**config.mk**
```make
export PLATFORM = sky130hd
export DESIGN_NAME = acos_x
export DESIGN_NICKNAME = d
export VERILOG_FILES = /design/src/rtl/acos_x.sv
export SDC_FILE = /design/constraint.sdc
export NUM_CORES = 1
export LEC_CHECK = 0
export BUFFER_PORTS_ARGS = -buffer_cell sky130_fd_sc_hd__buf_2
export CELL_PAD_IN_SITES_DETAIL_PLACEMENT = 0
export CELL_PAD_IN_SITES_GLOBAL_PLACEMENT = 1
export CORE_AREA = 4 4 219 221
export DETAILED_ROUTE_END_ITERATION = 16
export DIE_AREA = 0 0 223 225
export PLACE_DENSITY = 0.52
export SYNTH_ARGS = -nofsm -noshare
export SYNTH_HDL_FRONTEND = slang
export SYNTH_SLANG_ARGS = --single-unit
```
**constraint.sdc**
```tcl
create_clock -name clk -period 14.97 [get_ports clk]
set_input_delay 0.7485 -clock clk [delete_from_list [all_inputs] [get_ports clk]]
set_output_delay 0.7485 -clock clk [all_outputs]
set_load 0.01 [all_outputs]
```
**src/rtl/acos_x.sv**
```systemverilog
// ---------------------------------------------------------------------------
// acos_x -- iterative fixed-point arc-cosine engine
//
// Computes acos(y) = pi/2 - asin(y), where asin(y) is the truncated Taylor
// series sum_{k<N} c[k] * y^(2k+1). One 16x16 multiplier is shared between
// the y^2 precompute, the coefficient MAC and the odd-power update.
// Works as the inverse of cos_x and uses the same start/done handshake.
//
// Ports
//   clk       in   1   rising-edge clock
//   rst       in   1   asynchronous, active-low reset
//   start     in   1   request, sampled only while idle
//   in_val    in   16  y, Q1.15 unsigned magnitude (two's complement when
//                      ACOS_SIGNED_IN_EN is defined)
//   in_terms  in   8   series terms N; 0 allowed; clamps to MAX_TERMS
//   out       out  16  acos(y), Q2.14 radians, unsigned, holds last result
//   busy      out  1   high from the cycle after accept through DONE state
//   done      out  1   one-cycle pulse, out valid from the same edge
//
// Build option
//   ACOS_SIGNED_IN_EN  signed input; negative y yields pi - acos(|y|)
//                      (adds the PI_FULL parameter)
// ---------------------------------------------------------------------------
module acos_x #(
    parameter int unsigned MAX_TERMS = 8,
    parameter logic [15:0] PI_HALF   = 16'd25736
`ifdef ACOS_SIGNED_IN_EN
    ,
    parameter logic [15:0] PI_FULL   = 16'd51472
`endif
) (
    input  logic        clk,
    input  logic        rst,
    input  logic        start,
    input  logic [15:0] in_val,
    input  logic [7:0]  in_terms,
    output logic [15:0] out,
    output logic        busy,
    output logic        done
);

    typedef enum logic [2:0] {
        IDLE,
        INIT,
        MAC,
        POW,
        DONE
    } state_t;

    state_t      state;
    logic [15:0] y;       // latched |y|, Q1.15
    logic [15:0] y2;      // y^2, Q1.15
    logic [15:0] p;       // current odd power y^(2k+1), Q1.15
    logic [17:0] acc;     // asin accumulator, Q1.15 with headroom
    logic [3:0]  k;       // term index
    logic [3:0]  n;       // latched, clamped term count
    logic        neg;     // latched input sign (always 0 without the option)

    // -----------------------------------------------------------------------
    // Input conditioning at accept: magnitude/clamp and term-count clamp
    // -----------------------------------------------------------------------
    logic [15:0] y_in;
    logic        neg_in;
    logic [3:0]  n_in;

`ifdef ACOS_SIGNED_IN_EN
    always_comb begin
        neg_in = in_val[15];
        if (in_val == 16'h8000)
            y_in = 16'h7FFF;              // |-1.0| is not representable
        else if (in_val[15])
            y_in = ~in_val + 16'd1;
        else
            y_in = in_val;
    end
`else
    assign neg_in = 1'b0;
    assign y_in   = in_val[15] ? 16'h7FFF : in_val;
`endif

    assign n_in = (in_terms > 8'(MAX_TERMS)) ? 4'(MAX_TERMS) : in_terms[3:0];

    // -----------------------------------------------------------------------
    // Coefficient ROM, c[k] = (2k)! / (4^k (k!)^2 (2k+1)), Q1.15
    // -----------------------------------------------------------------------
    function automatic logic [15:0] coef(input logic [2:0] idx);
        case (idx)
            3'd0:    coef = 16'd32768;
            3'd1:    coef = 16'd5461;
            3'd2:    coef = 16'd2458;
            3'd3:    coef = 16'd1463;
            3'd4:    coef = 16'd996;
            3'd5:    coef = 16'd733;
            3'd6:    coef = 16'd569;
            default: coef = 16'd458;
        endcase
    endfunction

    // -----------------------------------------------------------------------
    // Shared multiplier. Operand selection follows the state:
    //   INIT: y*y   MAC: c[k]*p   POW: p*y2
    // Operands never exceed 0x8000 x 0x7FFF, so the >>15 result fits 16 bits.
    // -----------------------------------------------------------------------
    logic [15:0] mul_a;
    logic [15:0] mul_b;
    logic [31:0] prod;
    logic [15:0] prod_sh;

    always_comb begin
        mul_a = y;
        mul_b = y;
        case (state)
            MAC: begin
                mul_a = coef(k[2:0]);
                mul_b = p;
            end
            POW: begin
                mul_a = p;
                mul_b = y2;
            end
            default: ;
        endcase
    end

    assign prod    = mul_a * mul_b;
    assign prod_sh = prod[30:15];

    // -----------------------------------------------------------------------
    // Result: sat0(PI_HALF - acc/2), then optional reflection for negative y
    // -----------------------------------------------------------------------
    logic [18:0] diff;
    logic [15:0] res_pos;
    logic [15:0] res_final;

    assign diff    = {3'b000, PI_HALF} - {2'b00, acc[17:1]};
    assign res_pos = diff[18] ? '0 : diff[15:0];

`ifdef ACOS_SIGNED_IN_EN
    assign res_final = neg ? (PI_FULL - res_pos) : res_pos;
`else
    assign res_final = res_pos;
`endif

    logic unused_bits;
    assign unused_bits = ^{prod[31], prod[14:0], diff[17:16], neg};

    // -----------------------------------------------------------------------
    // Control FSM with registered outputs
    // -----------------------------------------------------------------------
    always_ff @(posedge clk or negedge rst) begin
        if (!rst) begin
            state <= IDLE;
            out   <= '0;
            done  <= 1'b0;
            busy  <= 1'b0;
            acc   <= '0;
            k     <= '0;
            n     <= '0;
            y     <= '0;
            y2    <= '0;
            p     <= '0;
            neg   <= 1'b0;
        end else begin
            done <= 1'b0;
            case (state)
                IDLE: begin
                    if (start) begin
                        y     <= y_in;
                        n     <= n_in;
                        neg   <= neg_in;
                        busy  <= 1'b1;
                        state <= INIT;
                    end
                end
                INIT: begin
                    y2    <= prod_sh;
                    p     <= y;
                    acc   <= '0;
                    k     <= '0;
                    state <= (n == 4'd0) ? DONE : MAC;
                end
                MAC: begin
                    acc   <= acc + {2'b00, prod_sh};
                    state <= POW;
                end
                POW: begin
                    p     <= prod_sh;
                    k     <= k + 4'd1;
                    state <= (k + 4'd1 == n) ? DONE : MAC;
                end
                DONE: begin
                    out   <= res_final;
                    done  <= 1'b1;
                    busy  <= 1'b0;
                    state <= IDLE;
                end
                default: state <= IDLE;
            endcase
        end
    end

endmodule

```
==> results of run 1 <==
[sequential cells by signal, indices dropped and copies added, names as in the netlist]
signal / cells
y: 15
state: 3
k: 4
y2: 16
out: 16
n: 4
acc: 18
p: 16
busy: 1
done: 1
[kinds of logic (layout without fill, tap and decap cells)]
group                    count (synthesis)  in the layout  synth area share
multiplexers                            38             38           0.02965
AO/OA/AOI/OAI                          247            247            0.1195
XOR/XNOR                                47             47           0.03020
AND/OR/NAND/NOR                        529            529            0.1712
adder cells (fa/ha/maj)                316            316            0.3964
buffers and inverters                  290            321           0.08050
flip-flops                              94             94            0.1726
[path summary, 6_finish.rpt]
check                          from  endpoint  slack [ns]
setup reg to reg           state[1]   acc[10]        4.09
min in group clk               busy      busy        0.48
hold reg to reg                busy      busy        0.48
setup / recovery           state[1]   acc[10]        4.09
hold / removal                  rst   out[11]        0.42
max in group asynchronous       rst  state[0]       13.44
[area by class of cell]
| type | instances | area, µm² | area share |
|---|---|---|---|
| multi-input cells | 1177 | 10200 | 0.6822 |
| flip-flops and latches | 94 | 2354 | 0.1574 |
| inverters | 225 | 844.6 | 0.05649 |
| well taps | 607 | 759.5 | 0.05080 |
| repair buffers | 80 | 493.0 | 0.03298 |
| clock buffers | 9 | 225.2 | 0.01507 |
| clock inverters | 7 | 75.07 | 0.005022 |
[cells in the mapped netlist, types with 20 or more instances]
cell,instances,area share
o21ai_0,55,0.020
mux2i_1,28,0.021
xnor2_1,28,0.018
nor2_1,138,0.038
dfrtp_1,94,0.17
a22o_1,25,0.016
nand2_1,268,0.074
a21oi_1,47,0.017
inv_1,225,0.062
ha_1,123,0.11
a21o_1,20,0.011
o21ai_1,23,0.0084
fa_1,193,0.28
clkbuf_1,49,0.013
[critical path, delay by kind of cell (launching register included)]
family          cells  cell delay [ns]
xor+xnor            2             0.77
compound gates     13             3.39
buf+inv             8             1.41
simple gates        2             0.62
fa+ha+maj           8             3.79
flops               1             0.75
[metal layers]
metal,routed length (µm),part of all wire,vias to the layer above
li1,-,-,5083
met1,20170,0.45,5372
met2,21560,0.48,181
met3,1542,0.035,55
met4,1184,0.027,0
met5,0,0,-
[metrics by stage]
step	util	hold slack (ns)	setup WS, ns
floorplan	-	0.4388	6.277
global placement	0.3174	0.4558	4.333
detailed placement	0.3174	0.4654	4.244
CTS	0.3239	0.4379	4.215
global route	0.3239	0.4573	3.299
finish	0.3239	0.4217	4.086
==> out/metrics.json, run 1 <==
{
  "die": {
    "core_area_um2": 46160,
    "effective_utilization_at_floorplan": 0.2953,
    "die_width_um": 223,
    "num_io_pins": 45,
    "floorplan.die_area_um2": 50180,
    "rows": 79,
    "die_height_um": 225
  },
  "cts": {
    "clock_insertion_delay_worst_skew_ns": 0.36,
    "number_of_buffers_between_clock_root_and_the_deepest_sink": 2,
    "clk_transition_reported_paths_ns": 0.08,
    "tritoncts.num_buffers": 9,
    "root_buffer": "clkbuf_16",
    "clock_sink_count": 94,
    "cts_resized": 0,
    "cts_post_setup_buffers_inserted": 0,
    "cts-hold-fix-buffers": 0,
    "tritoncts": "done",
    "clock_tree.htree_level_count": 3
  },
  "critical_path": {
    "library_cell_appearing_most_often_on_the_critical_path": "fa_1",
    "critical_path.max_fanout": 29,
    "setup.worst_path.end_class": "register",
    "critPathRequiredTime_ns": 15.19,
    "start_kind": "register",
    "critPathArrivalTime_ns": 11.11,
    "crit_path_max_incr_delay_ns": 0.75,
    "worstRegToRegCells": 33,
    "worst_path_max_delay_cell": "dfrtp_1",
    "timing_worst_setup_path_type": "register to register"
  },
  "global_route": {
    "groute.layer.met1.usage": 0.2475,
    "grt_start_max_net_pins": 50,
    "number_of_global_route_vias_before_repair": 11623,
    "grt.met2_usage": 0.3110,
    "gr-usage-met3": 0.02214,
    "first_pass_grt_wire_length_um": 70610,
    "groute.usage.overall": 0.1822,
    "grt_most_used_layer": "met2",
    "number_of_antenna_violations_at_the_first_check_in_global_routing": 0,
    "globalRouteOverflowTotal": 0
  },
  "timing": {
    "min_period_over_period": 0.7271,
    "setup_violations": 0,
    "timing.final.hold_violations": 0,
    "timing.slew.headroom": 0.1749,
    "worst-slew-pin-transition_ns": 1.233,
    "report.final.slew_viol_count": 0,
    "final_period_minus_worst_setup_slack_ns": 10.88,
    "fin_setup_tns_ns": 0,
    "final.setup_skew_ns": 0.01268,
    "fmaxAchievable_mhz": 91.88,
    "rsz0062_at_grt": "false"
  },
  "placement": {
    "total_half_perimeter_wirelength_after_legalization_and_detailed_placement_um": 36680,
    "number_of_buffers_added_on_ports": 44,
    "globalplace.congestion": 0.8475,
    "dpl_cell_area_um2": 14650,
    "number_of_placed_instances_with_taps_included": 2183
  },
  "hold_path": {
    "worstHoldPathType": "input pin to asynchronous set/reset pin"
  },
  "yosys": {
    "synth_area_per_cell_um2": 8.732,
    "synth_edf_count": 0,
    "synth.cell_area_um2": 13630,
    "synth-main-ff-cell": "dfrtp_1",
    "post_synthesis_register_bit_count": 94,
    "syn_inst": 1561,
    "synth_seq_area_share": 0.1726,
    "synth.distinct_cells": 70,
    "async_reset_ff_frac": 1.000,
    "synth.yosys.warnings": 0,
    "syn_nets": 1904
  },
  "cells_and_area": {
    "num-nets-final": 1930,
    "drive_above_1_share": 0.08040,
    "final-instance-count-excl-fill": 2199,
    "commonest_cells_after_routing_fill_and_taps_aside": "268 x nand2_1, 225 x inv_1, 193 x fa_1",
    "mostFrequentLayoutCell": "nand2_1",
    "layout.cell_area.non_filler_um2": 14950,
    "area_growth_pct": 9.675,
    "nFillCells": 4913,
    "antenna-diode-count": 0
  },
  "route": {
    "drt_initial_violations": 628,
    "detail_route.first_pass.iterations": 5,
    "drt-vias-per-instance": 4.862,
    "drt_wirelength_um": 44450,
    "detail_route.wl_per_cell_um": 20.22,
    "route.vias.total": 10691,
    "ant_nets": 0,
    "post-route-drc-count": 0
  },
  "run": {
    "number_of_max_capacitance_violations_reported": 0
  },
  "status": {
    "result_of_the_run": "complete, no violations"
  }
}
Power of run 1 is left out: the tool's default activity adds up to more than one toggle a clock period on the data nets, which glitch-free logic cannot reach.
==> inputs of run 2 (changes only) <==
==> config.mk (replaced) <==
export PLATFORM = sky130hd
export DESIGN_NAME = acos_x
export DESIGN_NICKNAME = d
export VERILOG_FILES = /design/src/rtl/acos_x.sv
export SDC_FILE = /design/constraint.sdc
export NUM_CORES = 1
export LEC_CHECK = 0
export ABC_AREA = 1
export BUFFER_PORTS_ARGS = -buffer_cell sky130_fd_sc_hd__buf_2
export CELL_PAD_IN_SITES_DETAIL_PLACEMENT = 0
export CELL_PAD_IN_SITES_GLOBAL_PLACEMENT = 1
export CORE_AREA = 4 4 220 222
export DETAILED_ROUTE_END_ITERATION = 16
export DIE_AREA = 0 0 224 226
export PLACE_DENSITY = 0.53
export SYNTH_ARGS = -nofsm -noshare
export SYNTH_HDL_FRONTEND = slang
export SYNTH_SLANG_ARGS = --single-unit
==> constraint.sdc (replaced) <==
create_clock -name clk -period 11.3 [get_ports clk]
set_input_delay 0.565 -clock clk [delete_from_list [all_inputs] [get_ports clk]]
set_output_delay 0.565 -clock clk [all_outputs]
set_load 0.01 [all_outputs]
==> out/metrics.json, run 2 <==
{
  "status": {
    "result_of_the_run": {"value": "complete, no violations", "change": "unchanged"}
  },
  "cells_and_area": {
    "commonest_cells_after_routing_fill_and_taps_aside": {"value": "424 x nand2_1, 341 x inv_1, 193 x fa_1", "change": "was 268 x nand2_1, 225 x inv_1, 193 x fa_1"},
    "area_growth": {"value": 8.373, "unit": "%", "change": "was 9.675%"},
    "antenna-diode-count": {"value": 0, "change": "unchanged"},
    "top_register_by_number_of_flip_flops": {"value": "acc", "change": "unchanged"},
    "nFillCells": {"value": 5043, "change": "was 4913"},
    "drive_above_1_share": {"value": 0.05743, "change": "was 0.08040"},
    "largest_register_ff_count": {"value": 18, "change": "unchanged"},
    "mostFrequentLayoutCell": {"value": "nand2_1", "change": "unchanged"},
    "num-nets-final": {"value": 2150, "change": "was 1930"}
  },
  "critical_path": {
    "library_cell_appearing_most_often_on_the_critical_path": {"value": "fa_1", "change": "unchanged"},
    "crit_family": {"value": "adder cells", "change": "unchanged"},
    "critPathArrivalTime": {"value": 10.00, "unit": "ns", "change": "was 11.11 ns"},
    "worst_path_max_delay_cell": {"value": "fa_1", "change": "was dfrtp_1"},
    "critPathRequiredTime": {"value": 11.54, "unit": "ns", "change": "was 15.19 ns"},
    "critical_path.max_fanout": {"value": 26, "change": "was 29"},
    "critPathBufInv": {"value": 6, "change": "was 8"},
    "crit_path_max_incr_delay": {"value": 0.59, "unit": "ns", "change": "was 0.75 ns"},
    "start_kind": {"value": "register", "change": "unchanged"},
    "timing_worst_setup_path_type": {"value": "register to register", "change": "unchanged"},
    "setup.worst_path.end_class": {"value": "register", "change": "unchanged"}
  },
  "timing": {
    "fmaxAchievable": {"value": 102.5, "unit": "MHz", "change": "was 91.88 MHz"},
    "setup_violations": {"value": 0, "change": "unchanged"},
    "final_period_minus_worst_setup_slack": {"value": 9.753, "unit": "ns", "change": "was 10.88 ns"},
    "rsz0062_at_grt": {"value": "false", "change": "unchanged"},
    "fin_setup_tns": {"value": 0, "unit": "ns", "change": "unchanged"},
    "final.setup_skew": {"value": 0.01687, "unit": "ns", "change": "was 0.01268 ns"},
    "worst-slew-pin-transition": {"value": 0.9920, "unit": "ns", "change": "was 1.233 ns"},
    "report.final.slew_viol_count": {"value": 0, "change": "unchanged"},
    "min_period_over_period": {"value": 0.8631, "change": "was 0.7271"},
    "timing.slew.headroom": {"value": 0.3371, "change": "was 0.1749"},
    "timing.final.hold_violations": {"value": 0, "change": "unchanged"}
  },
  "global_route": {
    "number_of_global_route_vias_before_repair": {"value": 12553, "change": "was 11623"},
    "groute.layer.met1.usage": {"value": 0.2763, "change": "was 0.2475"},
    "groute.usage.overall": {"value": 0.1933, "change": "was 0.1822"},
    "first_pass_grt_wire_length": {"value": 75270, "unit": "µm", "change": "was 70610 µm"},
    "grt_start_max_net_pins": {"value": 61, "change": "was 50"},
    "globalRouteOverflowTotal": {"value": 0, "change": "unchanged"},
    "number_of_antenna_violations_at_the_first_check_in_global_routing": {"value": 0, "change": "unchanged"},
    "grt.met2_usage": {"value": 0.3253, "change": "was 0.3110"},
    "grt_most_used_layer": {"value": "met2", "change": "unchanged"},
    "gr-usage-met3": {"value": 0.01703, "change": "was 0.02214"}
  },
  "yosys": {
    "synth_seq_area_share": {"value": 0.1700, "change": "was 0.1726"},
    "syn_nets": {"value": 2130, "change": "was 1904"},
    "synth.distinct_cells": {"value": 49, "change": "was 70"},
    "netlist.area_leader.share": {"value": 0.2792, "change": "was 0.2835"},
    "synth_area_per_cell": {"value": 7.743, "unit": "µm²", "change": "was 8.732 µm²"},
    "post-synth-top-count-cell": {"value": "nand2_1", "change": "unchanged"},
    "synth.cell_area": {"value": 13840, "unit": "µm²", "change": "was 13630 µm²"},
    "syn_inst": {"value": 1787, "change": "was 1561"},
    "synth.yosys.warnings": {"value": 0, "change": "unchanged"},
    "synth_edf_count": {"value": 0, "change": "unchanged"},
    "post_synthesis_register_bit_count": {"value": 94, "change": "unchanged"},
    "synth_largest_area_cell": {"value": "fa_1", "change": "unchanged"},
    "synth-main-ff-cell": {"value": "dfrtp_1", "change": "unchanged"},
    "yosys-top-cells-area": {"value": "fa_1 28%, dfrtp_1 17%, nand2_1 12%", "change": "was fa_1 28%, dfrtp_1 17%, ha_1 11%"},
    "yosys-top-cells-count": {"value": "424 x nand2_1, 341 x inv_1, 193 x fa_1", "change": "was 268 x nand2_1, 225 x inv_1, 193 x fa_1"},
    "async_reset_ff_frac": {"value": 1.000, "change": "unchanged"}
  },
  "cts": {
    "cts_resized": {"value": 0, "change": "unchanged"},
    "cts_post_setup_buffers_inserted": {"value": 0, "change": "unchanged"},
    "clock_sink_count": {"value": 94, "change": "unchanged"},
    "number_of_buffers_between_clock_root_and_the_deepest_sink": {"value": 2, "change": "unchanged"},
    "clock_insertion_delay_worst_skew": {"value": 0.35, "unit": "ns", "change": "was 0.36 ns"},
    "clock_tree.htree_level_count": {"value": 3, "change": "unchanged"},
    "root_buffer": {"value": "clkbuf_16", "change": "unchanged"},
    "tritoncts": {"value": "done", "change": "unchanged"},
    "tritoncts.num_buffers": {"value": 9, "change": "unchanged"},
    "clk_transition_reported_paths": {"value": 0.08, "unit": "ns", "change": "about the same"},
    "cts-hold-fix-buffers": {"value": 0, "change": "unchanged"}
  },
  "hold_path": {
    "worstHoldPathType": {"value": "input pin to asynchronous set/reset pin", "change": "unchanged"}
  },
  "die": {
    "effective_utilization_at_floorplan": {"value": 0.2985, "change": "was 0.2953"},
    "die_height": {"value": 226, "unit": "µm", "change": "was 225 µm"},
    "die_width": {"value": 224, "unit": "µm", "change": "was 223 µm"},
    "core_area": {"value": 46360, "unit": "µm²", "change": "was 46160 µm²"},
    "num_io_pins": {"value": 45, "change": "unchanged"},
    "rows": {"value": 79, "change": "unchanged"},
    "floorplan.die_area": {"value": 50620, "unit": "µm²", "change": "was 50180 µm²"}
  },
  "placement": {
    "number_of_buffers_added_on_ports": {"value": 44, "change": "unchanged"},
    "total_half_perimeter_wirelength_after_legalization_and_detailed_placement": {"value": 39250, "unit": "µm", "change": "was 36680 µm"},
    "globalplace.congestion": {"value": 0.8616, "change": "was 0.8475"}
  },
  "route": {
    "detail_route.first_pass.iterations": {"value": 5, "change": "unchanged"},
    "detail_route.wl_per_cell": {"value": 20.02, "unit": "µm", "change": "was 20.22 µm"},
    "drt_initial_violations": {"value": 703, "change": "was 628"},
    "post-route-drc-count": {"value": 0, "change": "unchanged"},
    "drt-vias-per-instance": {"value": 4.872, "change": "was 4.862"},
    "drt_wirelength": {"value": 48410, "unit": "µm", "change": "was 44450 µm"},
    "route.vias.total": {"value": 11781, "change": "was 10691"},
    "ant_nets": {"value": 0, "change": "unchanged"}
  },
  "run": {
    "number_of_max_capacitance_violations_reported": {"value": 0, "change": "unchanged"}
  }
}
==> run 2: changes by cell type in the layout (fill, tap and decap cells not counted), sizes merged, moves of 24 or more <==
cell,previous run,this run
nand2,268,435
nand3,18,59
mux2i,29,0
buf,80,56
nor2,138,175
inv,228,352
==> run 2: kinds of logic (layout without fill, tap and decap cells) <==
kind of cell    after synthesis  count (layout)  synth area share
compound gates              226             226           0.09540
simple gates                716             716            0.2132
buf+inv                     407             431            0.1121
fa+ha+maj                   316             316            0.3905
flops                        94              94            0.1700
xor+xnor                     28              28           0.01881
==> run 2: final cells by class <==
cell class / instances / area [µm²] / share of cell area
clock buffers: 10 / 239.0 / 0.01594
clock inverters: 5 / 40.04 / 0.002670
inverters: 360 / 1351 / 0.09011
multi-input cells: 1286 / 9941 / 0.6629
flip-flops and latches: 94 / 2352 / 0.1569
well taps: 607 / 759.5 / 0.05065
repair buffers: 56 / 312.8 / 0.02086
==> run 2: path summary, 6_finish.rpt <==
check                      slack [ns]      end  cells past startpoint       from
max                              1.55  acc[16]                     36   state[0]
min in group clk                 0.43     y[5]                      3  in_val[5]
min                              0.16  out[13]                      1        rst
max in group asynchronous        9.90     p[7]                      2        rst
min reg2reg                      0.48    p[15]                      2      p[15]
max reg2reg                      1.55  acc[16]                     36   state[0]
==> run 2: layer usage <==
metal	up-vias	routed length [µm]	share of wire
met5	-	0	0
li1	5557	-	-
met2	264	22940	0.47
met1	5923	22670	0.47
met3	37	1970	0.041
met4	0	829	0.017
==> run 2: through the flow <==
| stage | utilization | instance area, µm² | setup WS [ns] | hold slack [ns] | cells |
|---|---|---|---|---|---|
| 2_1_floorplan | - | 13840 | 3.705 | 0.2694 | 1787 |
| 3_3_place_gp | 0.3175 | 14720 | 1.647 | 0.4681 | 2403 |
| 3_5_place_dp | 0.3175 | 14720 | 1.572 | 0.4678 | 2403 |
| 4_1_cts | 0.3235 | 15000 | 1.534 | 0.1689 | 2418 |
| 5_1_grt | 0.3235 | 15000 | 0.7699 | 0.1981 | 2418 |
| 6_report | 0.3235 | 15000 | 1.547 | 0.1624 | 2418 |
Power of run 2 is left out for the same reason.
==> inputs of run 3 (changes only) <==
--- a/config.mk
+++ b/config.mk
@@ -10,6 +10,7 @@
 export CELL_PAD_IN_SITES_DETAIL_PLACEMENT = 0
 export CELL_PAD_IN_SITES_GLOBAL_PLACEMENT = 1
 export CORE_AREA = 4 4 220 222
+export CTS_BUF_LIST = sky130_fd_sc_hd__clkbuf_4 sky130_fd_sc_hd__clkbuf_8
 export DETAILED_ROUTE_END_ITERATION = 16
 export DIE_AREA = 0 0 224 226
 export PLACE_DENSITY = 0.53
==> out/metrics.json, run 3 (same netlist as run 2, synthesis figures left out) <==
{
  "route": {
    "detail_route.wl_per_cell": {"value": 20.05, "unit": "µm", "change": "was 20.02 µm"},
    "detail_route.first_pass.iterations": {"value": 5, "change": "unchanged"},
    "route.vias.total": {"value": 11815, "change": "was 11781"},
    "drt_initial_violations": {"value": 659, "change": "was 703"},
    "drt-vias-per-instance": {"value": 4.886, "change": "was 4.872"},
    "post-route-drc-count": {"value": 0, "change": "unchanged"},
    "ant_nets": {"value": 0, "change": "unchanged"},
    "drt_wirelength": {"value": 48490, "unit": "µm", "change": "was 48410 µm"}
  },
  "cts": {
    "clock_sink_count": {"value": 94, "change": "unchanged"},
    "number_of_buffers_between_clock_root_and_the_deepest_sink": {"value": 2, "change": "unchanged"},
    "clock_tree.htree_level_count": {"value": 3, "change": "unchanged"},
    "clock_insertion_delay_worst_skew": {"value": 0.38, "unit": "ns", "change": "was 0.35 ns"},
    "cts_resized": {"value": 0, "change": "unchanged"},
    "cts-hold-fix-buffers": {"value": 0, "change": "unchanged"},
    "tritoncts.num_buffers": {"value": 9, "change": "unchanged"},
    "root_buffer": {"value": "clkbuf_8", "change": "was clkbuf_16"},
    "tritoncts": {"value": "done", "change": "unchanged"},
    "cts_post_setup_buffers_inserted": {"value": 0, "change": "unchanged"},
    "clk_transition_reported_paths": {"value": 0.11, "unit": "ns", "change": "was 0.08 ns"}
  },
  "timing": {
    "setup_violations": {"value": 0, "change": "unchanged"},
    "min_period_over_period": {"value": 0.8667, "change": "was 0.8631"},
    "timing.slew.headroom": {"value": 0.3489, "change": "was 0.3371"},
    "report.final.slew_viol_count": {"value": 0, "change": "unchanged"},
    "rsz0062_at_grt": {"value": "false", "change": "unchanged"},
    "fmaxAchievable": {"value": 102.1, "unit": "MHz", "change": "was 102.5 MHz"},
    "final.setup_skew": {"value": 0.02033, "unit": "ns", "change": "was 0.01687 ns"},
    "timing.final.hold_violations": {"value": 0, "change": "unchanged"},
    "worst-slew-pin-transition": {"value": 0.9743, "unit": "ns", "change": "was 0.9920 ns"},
    "fin_setup_tns": {"value": 0, "unit": "ns", "change": "unchanged"},
    "final_period_minus_worst_setup_slack": {"value": 9.793, "unit": "ns", "change": "was 9.753 ns"}
  },
  "cells_and_area": {
    "nFillCells": {"value": 5051, "change": "was 5043"},
    "num-nets-final": {"value": 2150, "change": "unchanged"},
    "top_register_by_number_of_flip_flops": {"value": "acc", "change": "unchanged"},
    "commonest_cells_after_routing_fill_and_taps_aside": {"value": "424 x nand2_1, 341 x inv_1, 193 x fa_1", "change": "unchanged"},
    "area_growth": {"value": 7.641, "unit": "%", "change": "was 8.373%"},
    "antenna-diode-count": {"value": 0, "change": "unchanged"},
    "largest_register_ff_count": {"value": 18, "change": "unchanged"},
    "layout.cell_area.non_filler": {"value": 14890, "unit": "µm²", "change": "was 15000 µm²"},
    "sequential_cell_area": {"value": 2352, "unit": "µm²", "change": "unchanged"},
    "drive_above_1_share": {"value": 0.05743, "change": "unchanged"},
    "total_area_of_multi_input_combinational_cells": {"value": 9941, "unit": "µm²", "change": "unchanged"},
    "mostFrequentLayoutCell": {"value": "nand2_1", "change": "unchanged"}
  },
  "global_route": {
    "number_of_global_route_vias_before_repair": {"value": 12560, "change": "was 12553"},
    "number_of_antenna_violations_at_the_first_check_in_global_routing": {"value": 0, "change": "unchanged"},
    "grt_start_max_net_pins": {"value": 61, "change": "unchanged"},
    "groute.usage.overall": {"value": 0.1931, "change": "was 0.1933"},
    "first_pass_grt_wire_length": {"value": 75150, "unit": "µm", "change": "was 75270 µm"},
    "globalRouteOverflowTotal": {"value": 0, "change": "unchanged"}
  },
  "critical_path": {
    "worst_path_max_delay_cell": {"value": "fa_1", "change": "unchanged"},
    "critPathRequiredTime": {"value": 11.57, "unit": "ns", "change": "was 11.54 ns"},
    "crit_path_max_incr_delay": {"value": 0.59, "unit": "ns", "change": "about the same"},
    "library_cell_appearing_most_often_on_the_critical_path": {"value": "fa_1", "change": "unchanged"},
    "worstRegToRegCells": {"value": 36, "change": "unchanged"},
    "critPathArrivalTime": {"value": 10.07, "unit": "ns", "change": "was 10.00 ns"},
    "critical_path.max_fanout": {"value": 26, "change": "unchanged"},
    "timing_worst_setup_path_type": {"value": "register to register", "change": "unchanged"},
    "start_kind": {"value": "register", "change": "unchanged"},
    "setup.worst_path.end_class": {"value": "register", "change": "unchanged"}
  },
  "die": {
    "die_height": {"value": 226, "unit": "µm", "change": "unchanged"},
    "num_io_pins": {"value": 45, "change": "unchanged"},
    "rows": {"value": 79, "change": "unchanged"},
    "floorplan.die_area": {"value": 50620, "unit": "µm²", "change": "unchanged"},
    "effective_utilization_at_floorplan": {"value": 0.2985, "change": "unchanged"},
    "die_width": {"value": 224, "unit": "µm", "change": "unchanged"},
    "core_area": {"value": 46360, "unit": "µm²", "change": "unchanged"}
  },
  "placement": {
    "globalplace.congestion": {"value": 0.8616, "change": "unchanged"},
    "number_of_buffers_added_on_ports": {"value": 44, "change": "unchanged"},
    "total_half_perimeter_wirelength_after_legalization_and_detailed_placement": {"value": 39250, "unit": "µm", "change": "unchanged"},
    "dpl_cell_area": {"value": 14720, "unit": "µm²", "change": "unchanged"}
  },
  "run": {
    "number_of_max_capacitance_violations_reported": {"value": 0, "change": "unchanged"}
  },
  "status": {
    "result_of_the_run": {"value": "complete, no violations", "change": "unchanged"}
  },
  "hold_path": {
    "worstHoldPathType": {"value": "input pin to asynchronous set/reset pin", "change": "unchanged"}
  }
}
run 3: critical path: cells and delay by family (launching register included):
family	cells	cell delay (ns)
AOI/OAI and AO/OA	10	2.23
adders and majority gates	8	3.65
buffers and inverters	6	0.94
and+or+nand+nor	12	2.35
DFF	1	0.49
run 3: routing by layer:
metal,wire (µm),share of wire,global-route usage
met1,22810,0.47,0.2763
met2,22920,0.47,0.3241
met3,1847,0.038,0.01638
met4,905,0.019,0.03539
met5,0,0,0
run 3: path summary, 6_finish.rpt:
path | startpoint | slack, ns | endpoint
min in group clk | in_val[5] | 0.40 | y[5]
min reg2reg | p[15] | 0.49 | p[15]
min | rst | 0.13 | out[13]
max reg2reg | state[0] | 1.51 | acc[16]
max | state[0] | 1.51 | acc[16]
max in group asynchronous | rst | 9.94 | p[7]
run 3: through the flow:
stage	instances	util	hold WS, ns	worst slack, ns
floorplan	1787	-	0.2694	3.705
global placement	2403	0.3175	0.4681	1.647
detailed placement	2403	0.3175	0.4678	1.572
CTS	2418	0.3213	0.1208	1.538
global route	2418	0.3213	0.1435	0.7768
finish	2418	0.3213	0.1300	1.507
run 3: cell type report:
cell class | instances | share of cell area
clock buffers | 10 | 0.009241
clock inverters | 5 | 0.002688
inverters | 360 | 0.09073
multi-input cells | 1286 | 0.6674
flip-flops and latches | 94 | 0.1579
well taps | 607 | 0.05099
repair buffers | 56 | 0.02100
Power of run 3 is left out for the same reason.
